## src/rtl/bin_pkg.sv

```systemverilog
// Shared types and constants for the 2x2 binning datapath.
package bin_pkg;

  localparam int unsigned LANES = 8;
  localparam int unsigned PIX_W = 12;

  typedef logic [PIX_W-1:0] pix_t;
  typedef logic [PIX_W:0]   hsum_t;
  typedef logic [PIX_W+1:0] vsum_t;

  typedef enum logic {ROW_EVEN, ROW_ODD} row_state_t;

  function automatic hsum_t pair_sum(input pix_t a, input pix_t b);
    return hsum_t'(a) + hsum_t'(b);
  endfunction

endpackage

```

## src/rtl/bin_line_buf.sv

```systemverilog
// One-row store of horizontal pair sums; synchronous write, asynchronous read, no reset.
module bin_line_buf
  import bin_pkg::*;
#(
  parameter int unsigned DEPTH = 60,
  parameter int unsigned AW    = 6,
  parameter int unsigned DW    = 4 * $bits(hsum_t)
) (
  input  logic          clk,
  input  logic          we,
  input  logic [AW-1:0] waddr,
  input  logic [DW-1:0] wdata,
  input  logic [AW-1:0] raddr,
  output logic [DW-1:0] rdata
);

  logic [DW-1:0] mem [DEPTH];

  always_ff @(posedge clk) begin
    if (we) begin
      mem[waddr] <= wdata;
    end
  end

  assign rdata = mem[raddr];

endmodule

```

## src/rtl/bin2x2_reduce.sv

```systemverilog
// 2x2 binning of an 8-lane pixel stream into 4-lane averaged words.
// Define BIN2X2_ROUND_EN for round-half-up; otherwise the average truncates.
module bin2x2_reduce
  import bin_pkg::*;
#(
  parameter int unsigned LINE_WORDS = 60,
  parameter int unsigned CW         = 6
) (
  input  logic                     clk,
  input  logic                     rst,
  input  logic [LANES*PIX_W-1:0]   in_data,
  input  logic                     in_valid,
  input  logic                     in_sof,
  output logic                     in_ready,
  output logic [LANES/2*PIX_W-1:0] out_data,
  output logic                     out_valid,
  output logic                     out_eol,
  input  logic                     out_ready,
  output logic                     sof_err
);

  localparam int unsigned NOUT = LANES / 2;
  localparam logic [CW-1:0] LAST_COL = CW'(LINE_WORDS - 1);
`ifdef BIN2X2_ROUND_EN
  localparam vsum_t RND = vsum_t'(2);
`else
  localparam vsum_t RND = vsum_t'(0);
`endif

  row_state_t state_q, state_d, eff_state;
  logic [CW-1:0] col_q, col_d, eff_col;
  logic accept, at_frame_start, buf_we;
  hsum_t [NOUT-1:0] h_cur, h_even;
  logic [NOUT*PIX_W-1:0] bin_pix;

  assign in_ready       = (state_q == ROW_EVEN) || !out_valid || out_ready;
  assign accept         = in_valid && in_ready;
  assign at_frame_start = (state_q == ROW_EVEN) && (col_q == '0);
  assign buf_we         = accept && (eff_state == ROW_EVEN);

  // A start-of-frame word is always column 0 of an even row, whatever we thought before.
  always_comb begin
    eff_state = state_q;
    eff_col   = col_q;
    if (in_sof) begin
      eff_state = ROW_EVEN;
      eff_col   = '0;
    end
  end

  always_comb begin
    state_d = state_q;
    col_d   = col_q;
    if (accept) begin
      state_d = eff_state;
      if (eff_col == LAST_COL) begin
        col_d   = '0;
        state_d = (eff_state == ROW_EVEN) ? ROW_ODD : ROW_EVEN;
      end else begin
        col_d = eff_col + CW'(1);
      end
    end
  end

  always_comb begin
    h_cur   = '0;
    bin_pix = '0;
    for (int j = 0; j < NOUT; j++) begin
      h_cur[j] = pair_sum(in_data[2*j*PIX_W +: PIX_W], in_data[(2*j+1)*PIX_W +: PIX_W]);
      bin_pix[j*PIX_W +: PIX_W] =
          PIX_W'((vsum_t'(h_even[j]) + vsum_t'(h_cur[j]) + RND) >> 2);
    end
  end

  bin_line_buf #(
    .DEPTH (LINE_WORDS),
    .AW    (CW),
    .DW    (NOUT * $bits(hsum_t))
  ) u_line_buf (
    .clk   (clk),
    .we    (buf_we),
    .waddr (eff_col),
    .wdata (h_cur),
    .raddr (eff_col),
    .rdata (h_even)
  );

  always_ff @(posedge clk) begin
    if (rst) begin
      state_q   <= ROW_EVEN;
      col_q     <= '0;
      out_valid <= 1'b0;
      out_eol   <= 1'b0;
      out_data  <= '0;
      sof_err   <= 1'b0;
    end else begin
      state_q <= state_d;
      col_q   <= col_d;
      if (accept && in_sof && !at_frame_start) begin
        sof_err <= 1'b1;
      end
      if (accept && (eff_state == ROW_ODD)) begin
        out_valid <= 1'b1;
        out_data  <= bin_pix;
        out_eol   <= (eff_col == LAST_COL);
      end else if (out_ready) begin
        out_valid <= 1'b0;
        out_eol   <= 1'b0;
      end
    end
  end

endmodule

```

## config.mk

```make
export PLATFORM = sky130hd
export DESIGN_NAME = bin2x2_reduce
export DESIGN_NICKNAME = d
export VERILOG_FILES = /design/src/rtl/bin_pkg.sv /design/src/rtl/bin_line_buf.sv /design/src/rtl/bin2x2_reduce.sv
export SDC_FILE = /design/constraint.sdc
export NUM_CORES = 2
export LEC_CHECK = 0
export CAP_MARGIN = 30
export CORE_MARGIN = 2
export CORE_UTILIZATION = 35
export CTS_CLUSTER_DIAMETER = 50
export CTS_CLUSTER_SIZE = 14
export DETAILED_ROUTE_END_ITERATION = 7
export HOLD_SLACK_MARGIN = 0.03
export PLACE_DENSITY = 0.6
export SETUP_SLACK_MARGIN = 0.15
export SYNTH_ARGS = -nofsm -noshare
export SYNTH_HDL_FRONTEND = slang
export SYNTH_HIERARCHICAL = 1
export SYNTH_SLANG_ARGS = --single-unit
export TNS_END_PERCENT = 20
```

## constraint.sdc

```tcl
create_clock -name clk -period 7.6 [get_ports clk]
set_clock_uncertainty 0.2 [all_clocks]
set_input_delay 0.76 -clock clk [delete_from_list [all_inputs] [get_ports clk]]
set_output_delay 0.76 -clock clk [all_outputs]
set_load 0.02 [all_outputs]
```

### Word-level counts from Yosys, hierarchy flattened

Memory sizes are Yosys's and may differ from the RTL's.
Cells that the tools add are included.

* reductions and logical operators: 12
* bitwise gates (word level): 2
* add/sub/neg operators: 9
* equal/unequal tests: 1
* multiplexer cells: 10

Operators by type and width (count)
* 13-bit by 13-bit adder with 14-bit output: 4
* 12-bit by 12-bit adder with 13-bit output: 4
* 6-bit two-way mux: 2
* 1-bit two-way mux: 8
* 6-bit by 1-bit adder with 6-bit output, second input constant: 1
* 6-bit == test, second input constant: 1
* 1-bit logical AND: 6
* 6-bit logical NOT: 1
* 1-bit logical NOT: 2
* 1-bit logical OR: 2
* 1-bit inverter: 2
* 2-bit nonzero test: 1

* memories kept: 1
* bits of input ports: 101
* flip-flop bits (word level): 58
* logic and storage cells: 41
* bits in writable memories: 3120
* output and inout bits: 52

Memories
* u_line_buf.mem: depth 60, bits a word 52, read ports 1, clocked after Yosys merged registers in 0, wr ports 1, line bin_line_buf.sv:17 `logic [DW-1:0] mem [DEPTH];`

### Logic depth before layout (Yosys ltp)

* depth in word-level cells: 7
* mapped depth: 19
* depth with buffers taken out: 16

### Hierarchy

The synthesis kept the hierarchy.

By module, submodules not included
* bin_line_buf: instances 1, cells an instance 5152, seq. area each 93689.9 um^2, area each 118907.8 um^2
* bin2x2_reduce: instances 1, cells an instance 764, seq. area each 1161.1 um^2, area each 5962.0 um^2

### Worst setup path after synthesis

No wires, ideal clock.

* path kind: input to register
* from: in out_ready
* to: mem u_line_buf/mem[36][0] (netlist bit), enable pin
* path slack: 1.445 ns
* buffers on the path: 1
* required time: 6.875 ns
* setup time: 0.525 ns
* stages on the path: 6
* arrival time: 5.430 ns
* path through: nand3b_1 > nand2_1 > clkbuf_1 > nor2_1 > nand4_1 > nor3_1

* longest elaborated chain between the ends: 5

Ends and longest elaborated chain
* start, declared: line bin2x2_reduce.sv:18 `input logic out_ready,`
* 1-bit logical OR: line bin2x2_reduce.sv:36 `assign in_ready = (state_q == ROW_EVEN) || !out_valid || out_ready;`
* 1-bit logical AND: line bin2x2_reduce.sv:37 `assign accept = in_valid && in_ready;`
* 1-bit logical AND: line bin2x2_reduce.sv:39 `assign buf_we = accept && (eff_state == ROW_EVEN);`
* via buf_we: line bin2x2_reduce.sv:32 `logic accept, at_frame_start, buf_we;`
* 1-bit two-way mux: line bin_line_buf.sv:20 `if (we) begin`
* 1-bit two-way mux (implied by the code): line bin_line_buf.sv:21 `mem[waddr] <= wdata;`
* end, declared: line bin_line_buf.sv:17

The timed path passes the listed nets, and every way through them passes these cells.

==> run metrics <==
core area 355000 um2; Leak Pwr 44.5 nW; WHS Endpoint sof_err; crit end category flop; worst slew pin tran 1120 ps; max cap viols 0; CTS tree done; layout cells sized above 1 26.4%; Die Span Y 601 um; CTS Buffer Depth 4; dpl hpwl 220000 um; clk slew on worst S/H paths 60 ps; later-pin clock latency in the skew report 890 ps; Mapped Avg Cell Area 21.1 um2; Worst Setup Slack, final 1670 ps; final setup violation count 0; first-pass GRT wire length 532000 um; post-synthesis sequential area ratio 76.0%; Async SR Flop Fraction 0%; CP top delay family compound AO/OA/AOI/OAI gates; unrepaired setup endpoints after global routing no; CP Cell Sequence clkdlybuf4s50_1, buf_4, nor2b_4, buf_4, mux4_2, a22oi_1, a21oi_1, a211oi_1, o21ai_1, ha_1, a21o_1, a21oi_1, nand2_1, a311oi_1, xor2_1, o21ai_0; Mapped Area 125000 um2; fmax 169 MHz; Arrival @ worst endpoint 6460 ps; R2R Path End out_data[9]; Clock Tree Root clkbuf_16; Filler cells 30.8k; routability congestion estimate 0.864; footprint of the multi-input gates 29200 um2; gr ovfl total 0; Fin. Hold Viols 0; # H-tree levels 5; Worst setup SP type input pin; Reg2Reg Depth 14; yosys warns 6; PortBufs 152; flops & latches, synth 3178; Hold/Removal Path Class input pin to flop; Reg2Reg Launch Point col_q[0]; Tot Pwr 0.0389 W; HP Start rst; Post-CTS Setup Inserts 0; number of buffers created by CTS 325; 1st-pass router iterations 6; run status complete, no violations; dpl ws 750 ps; nets 6643; initial core utilization 35.1%; Clock Sinks 3178; Distinct cells, synth 74; initial DRC count 8915; WP buf/inv 3; Final Core Density 40.9%; Mapped Cells 5916; row count 219; crit-path max FO 32; Setup CP Type input pin to flop; DIE AREA 362000 um2; final worst-path cycle share 78.0%; largest net degree at the start of global routing 90; top_reg_cell synth edfxtp_1; crit path max-delay cell type buf_4; placed cells 10.9k; Vias 66.4k; worst reg2reg setup slack 1850 ps; fin crit period 5930 ps; Post-Syn Nets 6121; Residual DRC 0; EDFF count, synth 3120; Largest stage delay, worst path 660 ps; worst hold path depth 3; CP Data Required Time 8140 ps; initial antenna violation count 15; pwr dens 267 nW/um2; Max Slew Vio Count 0; Routed wire per std cell 34.0 um; GRT Total Usage 21.0%; vias in the first global route 65.5k; Syn-to-layout area delta 16.5%; I/O pins 153; drt total wl 387000 um; Post-Layout Cell Count 11.4k; sum of negative setup slack 0 ps; Final ANT Viol Nets 0; maximum vdd drop 161 uV; cts hold-fix bufs 0; routed vias/inst 5.83; post-cts resize count 0; FF+latch area 94900 um2; Slew headroom 25.4%; Die W 601 um
[state kept, by name, indices dropped and copies added (netlist names)]
signal,count
out_eol,1
u_line_buf/mem,3120
out_data,48
col_q,6
out_valid,1
sof_err,1
state_q,1
[routing by layer]
metal,vias up,part of all wire [%],track usage (%)
li1,25900,-,-
met5,-,0.0070,0
met1,36100,38,27.5
met3,731,9.0,3.37
met4,4,4.9,9.10
met2,3658,49,34.6
[where the power goes]
part           switching [W]  leakage, nW  internal, W  total (W)
combinational        0.00192         11.0     0.000816    0.00274
sequential         0.0000119         28.5       0.0201     0.0201
clock                0.00685         5.06      0.00920     0.0161
total                0.00878         44.5       0.0301     0.0389
[stage by stage]
step | cell area [um2] | hold slack [ps]
detailed placement | 135000 | 250
global route | 145000 | 264
CTS | 145000 | 199
global placement | 135000 | 247
floorplan | 125000 | 274
finish | 145000 | 254
[synth_stat cells, types with 16 or more instances]
library cell	n	area, um2
a211o_1	16	140
a211oi_1	48	360
a21o_1	27	203
a21oi_1	202	1010
a22oi_1	138	1040
buf_1	28	105
buf_2	102	510
buf_4	40	300
buf_6	36	405
clkbuf_1	99	372
dfxtp_1	58	1160
edfxtp_1	3120	93700
ha_1	100	1250
inv_1	31	116
mux2_2	35	394
mux2i_1	171	1710
mux4_2	749	16900
nand2_1	196	736
nand2b_1	22	138
nand3_1	23	115
nor2_1	143	537
nor2b_1	45	282
nor3_1	40	200
o21ai_0	73	365
o22ai_1	61	382
or3_1	17	106
xnor2_1	44	385
xor2_1	21	184
[worst register-to-register path, cell delays in order (launching register included)]
cell and delay [ps]:
dfxtp_1 370, nor2b_4 650, buf_4 680, mux4_2 600, a22oi_1 230, a21oi_1 120
a211oi_1 260, o21ai_1 290, ha_1 450, a21o_1 220, a21oi_1 560, nand2_1 270
a311oi_1 430, xor2_1 170, o21ai_0 90
[cell families (layout without fill, tap and decap cells)]
group                      after synthesis  in the layout  share of synthesized area, %
other                                    0              2                             0
adders and majority gates              104            104                          1.07
DFF                                   3178           3178                          76.0
buffers and inverters                  336           1061                          1.45
xor gates and xnor gates                65             65                         0.456
muxes                                  955            955                          15.2
AOI/OAI and AO/OA                      726            726                          3.82
and+or+nand+nor                        552            552                          2.05
[placed cells by master, fill, tap and decap left out, types with 35 or more instances in the layout]
cell type and n:
nor3_1 38, mux2_2 35, clkbuf_16 330, o21ai_0 72, mux2i_1 171, a21oi_1 200
bufinv_16 35, a22oi_1 138, mux4_2 749, buf_12 47, o22ai_1 61, nand2_1 196
nor2_1 77, edfxtp_1 3120, a211oi_1 48, buf_4 288, nor2_4 62, ha_1 100
dfxtp_1 58, clkdlybuf4s50_1 151
[how the worst max path moves through the flow]
stage / start / end / slack [ps] / cells after the start
final: in_sof / out_data[9] / 1670 / 16
after global routing: in_sof / out_data[19] / 1490 / 16
after CTS: in_sof / out_data[47] / 1700 / 18
after detailed placement: in_sof / out_data[47] / 750 / 17
after global placement: in_sof / out_data[47] / 570 / 17
after floorplan: out_ready / u_line_buf/mem[36][0] / 1440 / 6
[cell type report]
class,count,area share [%]
clock buffer,360,5.76
clock inverter,170,1.46
antenna,2,0.00344
tap,4751,4.09
timing repair buffer,500,3.37
multi-input combinational,2402,20.0
sequential,3178,65.2
inverter,31,0.0817
Power figures use the tool's default switching activity.
